$ cat src/rtl/inference_sequencer.sv
// Inference sequencer: streams NUM_CLASSES*CLAUSES_PER_CLASS clause words from memory
// into the datapath, drains the pipeline, then captures the per-image prediction.
module inference_sequencer #(
    parameter int unsigned CLAUSE_LEN        = 9,
    parameter int unsigned CLASS_LEN         = 4,
    parameter int unsigned IMAGES            = 8,
    parameter int unsigned NUM_CLASSES       = 10,
    parameter int unsigned CLAUSES_PER_CLASS = 16,
    parameter int unsigned DRAIN_CYCLES      = 3,
    localparam int unsigned N      = NUM_CLASSES * CLAUSES_PER_CLASS,
    localparam int unsigned ADDR_W = (N > 1) ? $clog2(N) : 1
) (
    input  logic                          clock,
    input  logic                          reset,
    input  logic                          start,
    input  logic                          abort,
    input  logic [IMAGES-1:0]             img_literals,
    output logic                          busy,
    output logic                          done,
    output logic [IMAGES*CLASS_LEN-1:0]   result,
    output logic [ADDR_W-1:0]             mem_addr,
    output logic                          mem_rd_en,
    input  logic [CLAUSE_LEN-1:0]         mem_rdata,
    output logic                          dp_start_compute,
    output logic [IMAGES-1:0]             dp_input_literals,
    output logic [CLASS_LEN-1:0]          dp_class_in,
    output logic [CLAUSE_LEN-1:0]         dp_clause_in,
    input  logic [IMAGES*CLASS_LEN-1:0]   dp_predicted_class
);

    localparam int unsigned CL_W  = (CLAUSES_PER_CLASS > 1) ? $clog2(CLAUSES_PER_CLASS) : 1;
    localparam int unsigned DR_W  = (DRAIN_CYCLES > 0) ? $clog2(DRAIN_CYCLES + 1) : 1;
    localparam int unsigned RES_W = IMAGES * CLASS_LEN;

    typedef enum logic [2:0] {IDLE, PRIME, STREAM, DRAIN, DONE} state_t;

    state_t            state_q, state_d;
    logic [ADDR_W-1:0] idx_q, idx_d;
    logic [CL_W-1:0]   clause_q, clause_d;
    logic [CLASS_LEN-1:0] class_q, class_d;
    logic [DR_W-1:0]   drain_q, drain_d;
    logic              busy_q, busy_d;
    logic              done_q, done_d;
    logic              rd_en_q, rd_en_d;
    logic [ADDR_W-1:0] addr_q, addr_d;
    logic [IMAGES-1:0] lit_q, lit_d;
    logic [RES_W-1:0]  result_q, result_d;

    // State and all sequencer registers
    always_ff @(posedge clock or negedge reset) begin
        if (!reset) begin
            state_q  <= IDLE;
            idx_q    <= '0;
            clause_q <= '0;
            class_q  <= '0;
            drain_q  <= '0;
            busy_q   <= 1'b0;
            done_q   <= 1'b0;
            rd_en_q  <= 1'b0;
            addr_q   <= '0;
            lit_q    <= '0;
            result_q <= '0;
        end else begin
            state_q  <= state_d;
            idx_q    <= idx_d;
            clause_q <= clause_d;
            class_q  <= class_d;
            drain_q  <= drain_d;
            busy_q   <= busy_d;
            done_q   <= done_d;
            rd_en_q  <= rd_en_d;
            addr_q   <= addr_d;
            lit_q    <= lit_d;
            result_q <= result_d;
        end
    end

    // Next-state and next-output logic; memory address runs one word ahead of the stream index
    always_comb begin
        state_d  = state_q;
        idx_d    = idx_q;
        clause_d = clause_q;
        class_d  = class_q;
        drain_d  = drain_q;
        busy_d   = busy_q;
        done_d   = 1'b0;
        rd_en_d  = 1'b0;
        addr_d   = addr_q;
        lit_d    = lit_q;
        result_d = result_q;

        case (state_q)
            IDLE: begin
                if (start && !abort) begin
                    state_d  = PRIME;
                    lit_d    = img_literals;
                    busy_d   = 1'b1;
                    rd_en_d  = 1'b1;
                    addr_d   = '0;
                    idx_d    = '0;
                    clause_d = '0;
                    class_d  = '0;
                    drain_d  = '0;
                end
            end
            PRIME: begin
                state_d = STREAM;
                if (N > 1) begin
                    rd_en_d = 1'b1;
                    addr_d  = ADDR_W'(1);
                end
            end
            STREAM: begin
                if (32'(idx_q) == N - 1) begin
                    drain_d = '0;
                    if (DRAIN_CYCLES == 0) begin
                        state_d  = DONE;
                        done_d   = 1'b1;
                        result_d = dp_predicted_class;
                    end else begin
                        state_d = DRAIN;
                    end
                end else begin
                    idx_d = idx_q + ADDR_W'(1);
                    if (32'(idx_q) + 32'd2 <= N - 1) begin
                        rd_en_d = 1'b1;
                        addr_d  = ADDR_W'(32'(idx_q) + 32'd2);
                    end
                    if (32'(clause_q) == CLAUSES_PER_CLASS - 1) begin
                        clause_d = '0;
                        if (32'(class_q) < NUM_CLASSES - 1) begin
                            class_d = class_q + CLASS_LEN'(1);
                        end
                    end else begin
                        clause_d = clause_q + CL_W'(1);
                    end
                end
            end
            DRAIN: begin
                if (32'(drain_q) == DRAIN_CYCLES - 1) begin
                    state_d  = DONE;
                    done_d   = 1'b1;
                    result_d = dp_predicted_class;
                end else begin
                    drain_d = drain_q + DR_W'(1);
                end
            end
            DONE: begin
                state_d = IDLE;
                busy_d  = 1'b0;
            end
            default: begin
                state_d = IDLE;
                busy_d  = 1'b0;
            end
        endcase

        // Abort wins over every transition and discards the pending capture
        if (abort && (state_q != IDLE)) begin
            state_d  = IDLE;
            busy_d   = 1'b0;
            done_d   = 1'b0;
            rd_en_d  = 1'b0;
            result_d = result_q;
        end
    end

    assign busy              = busy_q;
    assign done              = done_q;
    assign result            = result_q;
    assign mem_addr          = addr_q;
    assign dp_input_literals = lit_q;
    assign dp_class_in       = class_q;
    // Abort must silence the memory and datapath in the same cycle it is raised
    assign mem_rd_en         = rd_en_q & ~abort;
    assign dp_start_compute  = (state_q == STREAM) & ~abort;
    assign dp_clause_in      = (state_q == STREAM) ? mem_rdata : '0;

endmodule

$ cat config.mk
export PLATFORM = sky130hd
export DESIGN_NAME = inference_sequencer
export DESIGN_NICKNAME = d
export VERILOG_FILES = /design/src/rtl/inference_sequencer.sv
export SDC_FILE = /design/constraint.sdc
export NUM_CORES = 1
export LEC_CHECK = 0
export BUFFER_PORTS_ARGS = -buffer_cell sky130_fd_sc_hd__buf_2
export CORE_MARGIN = 5
export CORE_UTILIZATION = 35
export CTS_BUF_LIST = sky130_fd_sc_hd__clkbuf_16
export CTS_CLUSTER_SIZE = 28
export DETAILED_ROUTE_END_ITERATION = 10
export PLACE_DENSITY = 0.67
export SYNTH_ARGS = -nofsm -noshare
export SYNTH_HDL_FRONTEND = slang
export SYNTH_SLANG_ARGS = --single-unit
export TNS_END_PERCENT = 100
$ cat constraint.sdc
create_clock -name clock -period 2.45 [get_ports clock]
set_input_delay 0.245 -clock clock [delete_from_list [all_inputs] [get_ports clock]]
set_output_delay 0.245 -clock clock [all_outputs]
set_load 0.01 [all_outputs]
==> results of run 1 <==
==> routing by layer <==
layer,GRT usage [%],vias up
met5,0,-
met4,4.47,0
met3,4.58,11
met2,21.1,123
met1,16.6,1194
li1,-,1250
==> timing repair <==
item                                   CTS  global route
setup buffers                            0             0
hold buffers                             1             0
endpoints found under the hold margin    9             0
==> cell usage after synthesis, types with 2 or more instances <==
master,instances
sky130_fd_sc_hd__nor3_1,3
sky130_fd_sc_hd__xor2_1,6
sky130_fd_sc_hd__clkbuf_1,8
sky130_fd_sc_hd__o21ai_0,3
sky130_fd_sc_hd__or4_1,3
sky130_fd_sc_hd__buf_2,6
sky130_fd_sc_hd__mux2i_1,13
sky130_fd_sc_hd__o211ai_1,6
sky130_fd_sc_hd__inv_1,9
sky130_fd_sc_hd__nand2_1,39
sky130_fd_sc_hd__nor2_1,12
sky130_fd_sc_hd__nand4_1,4
sky130_fd_sc_hd__ha_1,7
sky130_fd_sc_hd__and3_1,2
sky130_fd_sc_hd__nand3_1,9
sky130_fd_sc_hd__nand2b_1,3
sky130_fd_sc_hd__dfrtp_1,72
sky130_fd_sc_hd__nor2b_1,3
sky130_fd_sc_hd__and2_1,10
sky130_fd_sc_hd__a22o_1,2
sky130_fd_sc_hd__a21oi_1,9
sky130_fd_sc_hd__mux2_2,35
==> where the power goes <==
group	leakage (nW)	switching [W]	internal (W)
registers	0.945	0.000126	0.00134
logic	1.19	0.000316	0.000283
clock network	0.157	0.000494	0.000892
total	2.29	0.000937	0.00251
==> logic make-up (layout without fill, tap and decap cells) <==
family          Yosys count  in the layout  synth area share (%)
compound gates           31             31                  6.92
xor+xnor                  7              7                  1.85
fa+ha+maj                 7              7                  2.65
buf+inv                  23            151                  2.84
flops                    72             72                  54.5
mux                      48             48                  15.8
simple gates             99             99                  15.4
==> metrics by stage <==
stage                     instance area, sq um  power, W  setup slack, ns
final                                     4410   0.00345            0.294
after floorplan                           3310   0.00180            0.588
after CTS                                 4410   0.00351            0.315
after global routing                      4410   0.00363           0.0988
after global placement                    4070   0.00207            0.398
after detailed placement                  4070   0.00210            0.333
==> area by class of cell <==
cell class                      instances  area share, %
Clock buffer                            9           5.11
Clock inverter                          7           2.21
Inverter                                9          0.767
Multi-Input combinational cell        192           32.2
Sequential cell                        72           40.9
Tap cell                              129           3.66
Timing Repair Buffer                  126           15.2
==> how the worst max path moves through the flow <==
stage,start,to,cells after the start
finish,idx_q[1]$_DFFE_PN0P_,drain_q[0]$_DFFE_PN0P_,5
global route,idx_q[1]$_DFFE_PN0P_,drain_q[0]$_DFFE_PN0P_,5
floorplan,idx_q[1]$_DFFE_PN0P_,mem_addr[0]$_DFFE_PN0P_,5
CTS,idx_q[1]$_DFFE_PN0P_,drain_q[1]$_DFFE_PN0P_,5
global placement,idx_q[1]$_DFFE_PN0P_,drain_q[1]$_DFFE_PN0P_,5
detailed placement,idx_q[1]$_DFFE_PN0P_,drain_q[1]$_DFFE_PN0P_,5
==> sequential cells by signal (all words and copies together), names as in the netlist <==
signal / count
mem_addr: 8
clause_q: 4
drain_q: 2
done: 1
dp_class_in: 4
dp_input_literals: 8
rd_en_q: 1
state_q: 3
result: 32
busy: 1
idx_q: 8
==> worst reg2reg max path: cells and delay by family (launching register included) <==
family                   cells  cell delay [ns]
AO/OA/AOI/OAI                2             0.85
AND/OR/NAND/NOR              1             0.22
adder cells (fa/ha/maj)      1             0.29
multiplexers                 1             0.14
flip-flops                   1             0.51
==> metrics, run 1 <==
worst reg-to-reg path cell count=5; utilization after layout=47.7%; Critical Path RT=about 2.6 ns; Hold Crit Depth=3; via total after detailed routing=2578; worst reg2reg startpoint=idx_q[1]$_DFFE_PN0P_; reg-to-reg slack, setup=0.29 ns; Setup Total Neg Slack=0 ns; worst path arrival time=2.33 ns; Cell Count, Final, Fillers Out=~540; Pwr Density=783 nW/um^2; Rows=35; Critical Path Source Type=register; routed metal-1 wire length=approximately 3400 um; largest net degree at the start of global routing=40; cells taking the most area after synthesis=sky130_fd_sc_hd__dfrtp_1 (54%), sky130_fd_sc_hd__mux2_2 (12%), sky130_fd_sc_hd__nand2_1 (4.4%), sky130_fd_sc_hd__mux2i_1 (3.9%), sky130_fd_sc_hd__ha_1 (2.6%); cells along the critical path=ha_1, nand4_1, o21a_4, a2111oi_0, mux2i_1; final critical path time including I/O delays and setup=2.16 ns; crit path max fanout=9; commonest cells after routing, fill and taps aside=sky130_fd_sc_hd__buf_2 (117), sky130_fd_sc_hd__dfrtp_1 (72), sky130_fd_sc_hd__nand2_1 (39); highest clock frequency the design can meet=464 MHz; Crit path buffers/inverters=0; Resized Gates After CTS=0; class of the tightest hold or removal check=in2reg; width of the chip=107 um; cell type of the slowest stage on the worst timing path=sky130_fd_sc_hd__a2111oi_0; Post-synth ARST share=100%; primary flip-flop cell chosen by synthesis mapping=sky130_fd_sc_hd__dfrtp_1; reg-to-reg critical path endpoint=drain_q[0]$_DFFE_PN0P_; effective utilization at floorplan=35.8%; most common library cell in the layout ignoring fill and taps=sky130_fd_sc_hd__buf_2; Final Max Tran Viols=0; largest delay contributor family on the critical path=compound AO/OA/AOI/OAI gates; Max VDD drop=0.000364 V; number of buffers on the longest clock path=2; transition time at the pin with the least slew margin=between 0.7 and 0.8 ns; total routed wirelength=about 7500 um; cell area after synthesis=3310 sq um; total area of sequential cells=approximately 1800 sq um; Crit Path Category=reg2reg; result of the run=completed; diode count=0; relative slew slack=~50%; Post-synth EDFFs=0; final hold vios=0; footprint of the multi-input gates=1420 sq um; routed wire length on met2=3340 um; die height=107 um; Synth area leader=sky130_fd_sc_hd__dfrtp_1; Fill cells=853; met3 wirelength from detailed routing=731 um; max-cap violations=0; final HPWL from detailed placement=5660 um; number of distinct library cell variants in the gate-level netlist after synthesis=45; DRC viols=0; total of endpoints with negative setup slack in the final report=0; Synth Net Count=~350; Cell Count Post-Placement=527; Yosys warnings=0; CTS tree=yes; clock sink total=72; GPL Wtd Cong=slightly above 0.8; IO Count=118; Avg Vias per Cell=4.74; post-detailed-route count of antenna-violating nets=0; hold-critical path endpoint=dp_input_literals[7]$_DFFE_PN0P_; area share of the largest cell type after synthesis=54.5%; number of detailed-routing iterations run before antenna repair=4; CTS Root Cell=sky130_fd_sc_hd__clkbuf_16; Leakage=2.29 nW; Core ar.=9240 sq um; die outline area=approximately 11000 sq um; # port buffers=117; insertion delay of the later-clocked pin in the worst-skew pair=0.33 ns; via count of the first global-routing pass=2635; count of routing violations after the opening detailed-route iteration=132; overall fraction of global-route tracks in use=13.2%; sequential-to-total area share from yosys stat=54.5%; post-synthesis average cell area=roughly 12 sq um; Inserted Clock Buffers=9; Congestion Overflow GR=0; Worst path max stage delay=0.53 ns; setup repair after global routing missed its margin=false; Final Cycle Share=88.0%; top sig layer=met4; number of register bits inferred by synthesis=between 70 and 80; share of final-layout standard cells stronger than drive strength 1=44.8%; antenna violations before repair=0; kind of end point of the critical path=register; CTS HTree Levels=3; Clock Pin Slew Worst Setup and Hold Paths=approximately 0.060 ns; synthesis-to-layout area growth=33.2%; wire length of the first global-routing pass=about 12000 um; Hold Startpoint=img_literals[7]; Hold Slack=between 0.1 and 0.15 ns; worst-case clock skew=between 0.006 and 0.007 ns; Gate Count Post-Synth=287; routed len/inst=around 14 um; final-stage net count=470
(Power assumes the default switching activity.)
==> run 2: changes to the inputs <==
CORE_UTILIZATION = 50   (was 35)
PLACE_DENSITY = 0.87   (was 0.67)
==> run 2 against run 1 <==
Compared with the run above: final area is 1.9% lower; critical path depth did not move; wire length grew 2.7%; count of clock-buffer cells in the layout stayed put; hold slack gained 0.0012 ns; first-iteration DRC count rose by 3.0%; die area is 27% lower; critical path type unchanged; largest power group unchanged.
==> metrics, run 2 (same netlist as run 1, synthesis figures left out) <==
number of buffers on the longest clock path=2; overall fraction of global-route tracks in use=about a fifth; total of endpoints with negative setup slack in the final report=0; CTS Root Cell=sky130_fd_sc_hd__clkbuf_16; width of the chip=91.3 um; max-cap violations=0; via count of the first global-routing pass=2678; final critical path time including I/O delays and setup=2.22 ns; cells along the critical path=ha_1, nand4_1, o21a_4, a2111oi_0, mux2i_1; worst reg-to-reg path cell count=5; Congestion Overflow GR=0; relative slew slack=approximately half; Final Max Tran Viols=0; setup repair after global routing missed its margin=false; result of the run=completed; worst reg2reg startpoint=idx_q[1]$_DFFE_PN0P_; final HPWL from detailed placement=between 5000 and 6000 um; # port buffers=117; Final Cycle Share=90.7%; wire length of the first global-routing pass=13100 um; most common library cell in the layout ignoring fill and taps=sky130_fd_sc_hd__buf_2; Core ar.=around 6400 sq um; max FFs per register=32; reg-to-reg critical path endpoint=drain_q[0]$_DFFE_PN0P_; Clock Pin Slew Worst Setup and Hold Paths=0.06 ns; post-detailed-route count of antenna-violating nets=0; clock sink total=72; final-stage net count=between 400 and 500; Avg Vias per Cell=5.39; antenna violations before repair=0; routed len/inst=approximately 16 um; Worst path max stage delay=0.58 ns; die height=91.3 um; effective utilization at floorplan=51.8%; commonest cells after routing, fill and taps aside=sky130_fd_sc_hd__buf_2 (117), sky130_fd_sc_hd__dfrtp_1 (72), sky130_fd_sc_hd__nand2_1 (39); Critical Path RT=2.62 ns; diode count=0; Critical Path Source Type=register; class of the tightest hold or removal check=in2reg; Resized Gates After CTS=0; synthesis-to-layout area growth=30.7%; Setup Total Neg Slack=0 ns; Leakage=between 2 and 2.5 nW; end point of the critical path=drain_q[0]$_DFFE_PN0P_; worst path arrival time=2.40 ns; Inserted Clock Buffers=9; largest net degree at the start of global routing=40; worst-case clock skew=0.00534 ns; Crit Path Category=reg2reg; CTS HTree Levels=3; reg-to-reg slack, setup=0.23 ns; worst setup path startpoint=idx_q[1]$_DFFE_PN0P_; insertion delay of the later-clocked pin in the worst-skew pair=0.33 ns; Rows=29; total routed wirelength=7740 um; Fill cells=456; die outline area=8340 sq um; crit path max fanout=9; largest delay contributor family on the critical path=compound AO/OA/AOI/OAI gates; Crit path buffers/inverters=0; Hold Slack=about 0.11 ns; transition time at the pin with the least slew margin=between 0.7 and 0.8 ns; share of final-layout standard cells stronger than drive strength 1=44.8%; Hold Buf Count CTS=1; CTS tree=yes; Max VDD drop=~0.00054 V; IO Count=about 120; post-CTS setup buffer count=0; count of routing violations after the opening detailed-route iteration=between 100 and 150; number of detailed-routing iterations run before antenna repair=4; path length in cells of the critical path=5; Hold Startpoint=img_literals[2]; highest clock frequency the design can meet=450 MHz; GPL Wtd Cong=between 0.8 and 0.9; via total after detailed routing=approximately 2600; kind of end point of the critical path=register; Pwr Density=between 700 and 800 nW/um^2; final hold vios=0; cell type of the slowest stage on the worst timing path=sky130_fd_sc_hd__a2111oi_0; DRC viols=0
==> run 2: cell count changes in the layout (fill, tap and decap cells not counted) <==
cell	previous run	this run
sky130_fd_sc_hd__buf_4	7	5
sky130_fd_sc_hd__clkinv_2	0	2
sky130_fd_sc_hd__clkinv_4	3	1
sky130_fd_sc_hd__inv_1	10	9
sky130_fd_sc_hd__inv_6	0	1
==> run 2: metal layers <==
metal | routed length, um | share of wire, % | global-route usage, %
met2 | 3690 | 48 | 30.9
met3 | 695 | 9.0 | 6.12
met4 | 70 | 0.90 | 4.89
met1 | 3280 | 42 | 24.9
met5 | 0 | 0 | 0
==> run 2: worst register-to-register path: stages, from the launching register on <==
cell                        delay, ns
sky130_fd_sc_hd__dfrtp_1         0.51
sky130_fd_sc_hd__ha_1            0.30
sky130_fd_sc_hd__nand4_1         0.23
sky130_fd_sc_hd__o21a_4          0.31
sky130_fd_sc_hd__a2111oi_0       0.58
sky130_fd_sc_hd__mux2i_1         0.15
==> run 2: report_power, final <==
group	internal [W]	switching, W	leakage, nW
clock network	0.000892	0.000487	0.156
registers	0.00134	0.000127	0.945
logic	0.000281	0.000320	1.18
==> run 2: cell type report <==
type / instances / area (sq um) / area share, %
multi-input combinational: 192 / 1420 / 32.8
clock inverter: 7 / 95.1 / 2.20
clock buffer: 9 / 225 / 5.21
inverter: 9 / 33.8 / 0.781
tap: 77 / 96.3 / 2.23
timing repair buffer: 124 / 653 / 15.1
sequential: 72 / 1800 / 41.7
==> run 2: how the worst min path moves through the flow <==
stage / cells past startpoint / to / slack [ns]
6_report: 3 / dp_input_literals[2]$_DFFE_PN0P_ / 0.11
3_3_place_gp: 1 / result[23]$_DFFE_PN0P_ / 0.33
4_1_cts: 3 / dp_input_literals[2]$_DFFE_PN0P_ / 0.10
2_1_floorplan: 0 / busy$_DFFE_PN0P_ / -0.05
5_1_grt: 3 / dp_input_literals[3]$_DFFE_PN0P_ / 0.11
3_5_place_dp: 1 / result[24]$_DFFE_PN0P_ / 0.34
==> run 2: through the flow <==
step	area (sq um)	setup WS, ns	std cells	total power, W	util, %
after floorplan	3310	0.588	287	0.00180	-
after global placement	3990	0.439	473	0.00205	62.5
after detailed placement	3990	0.273	473	0.00209	62.5
after CTS	4320	0.252	490	0.00348	67.7
after global routing	4320	0.0717	490	0.00362	67.7
final	4320	0.228	490	0.00345	67.7
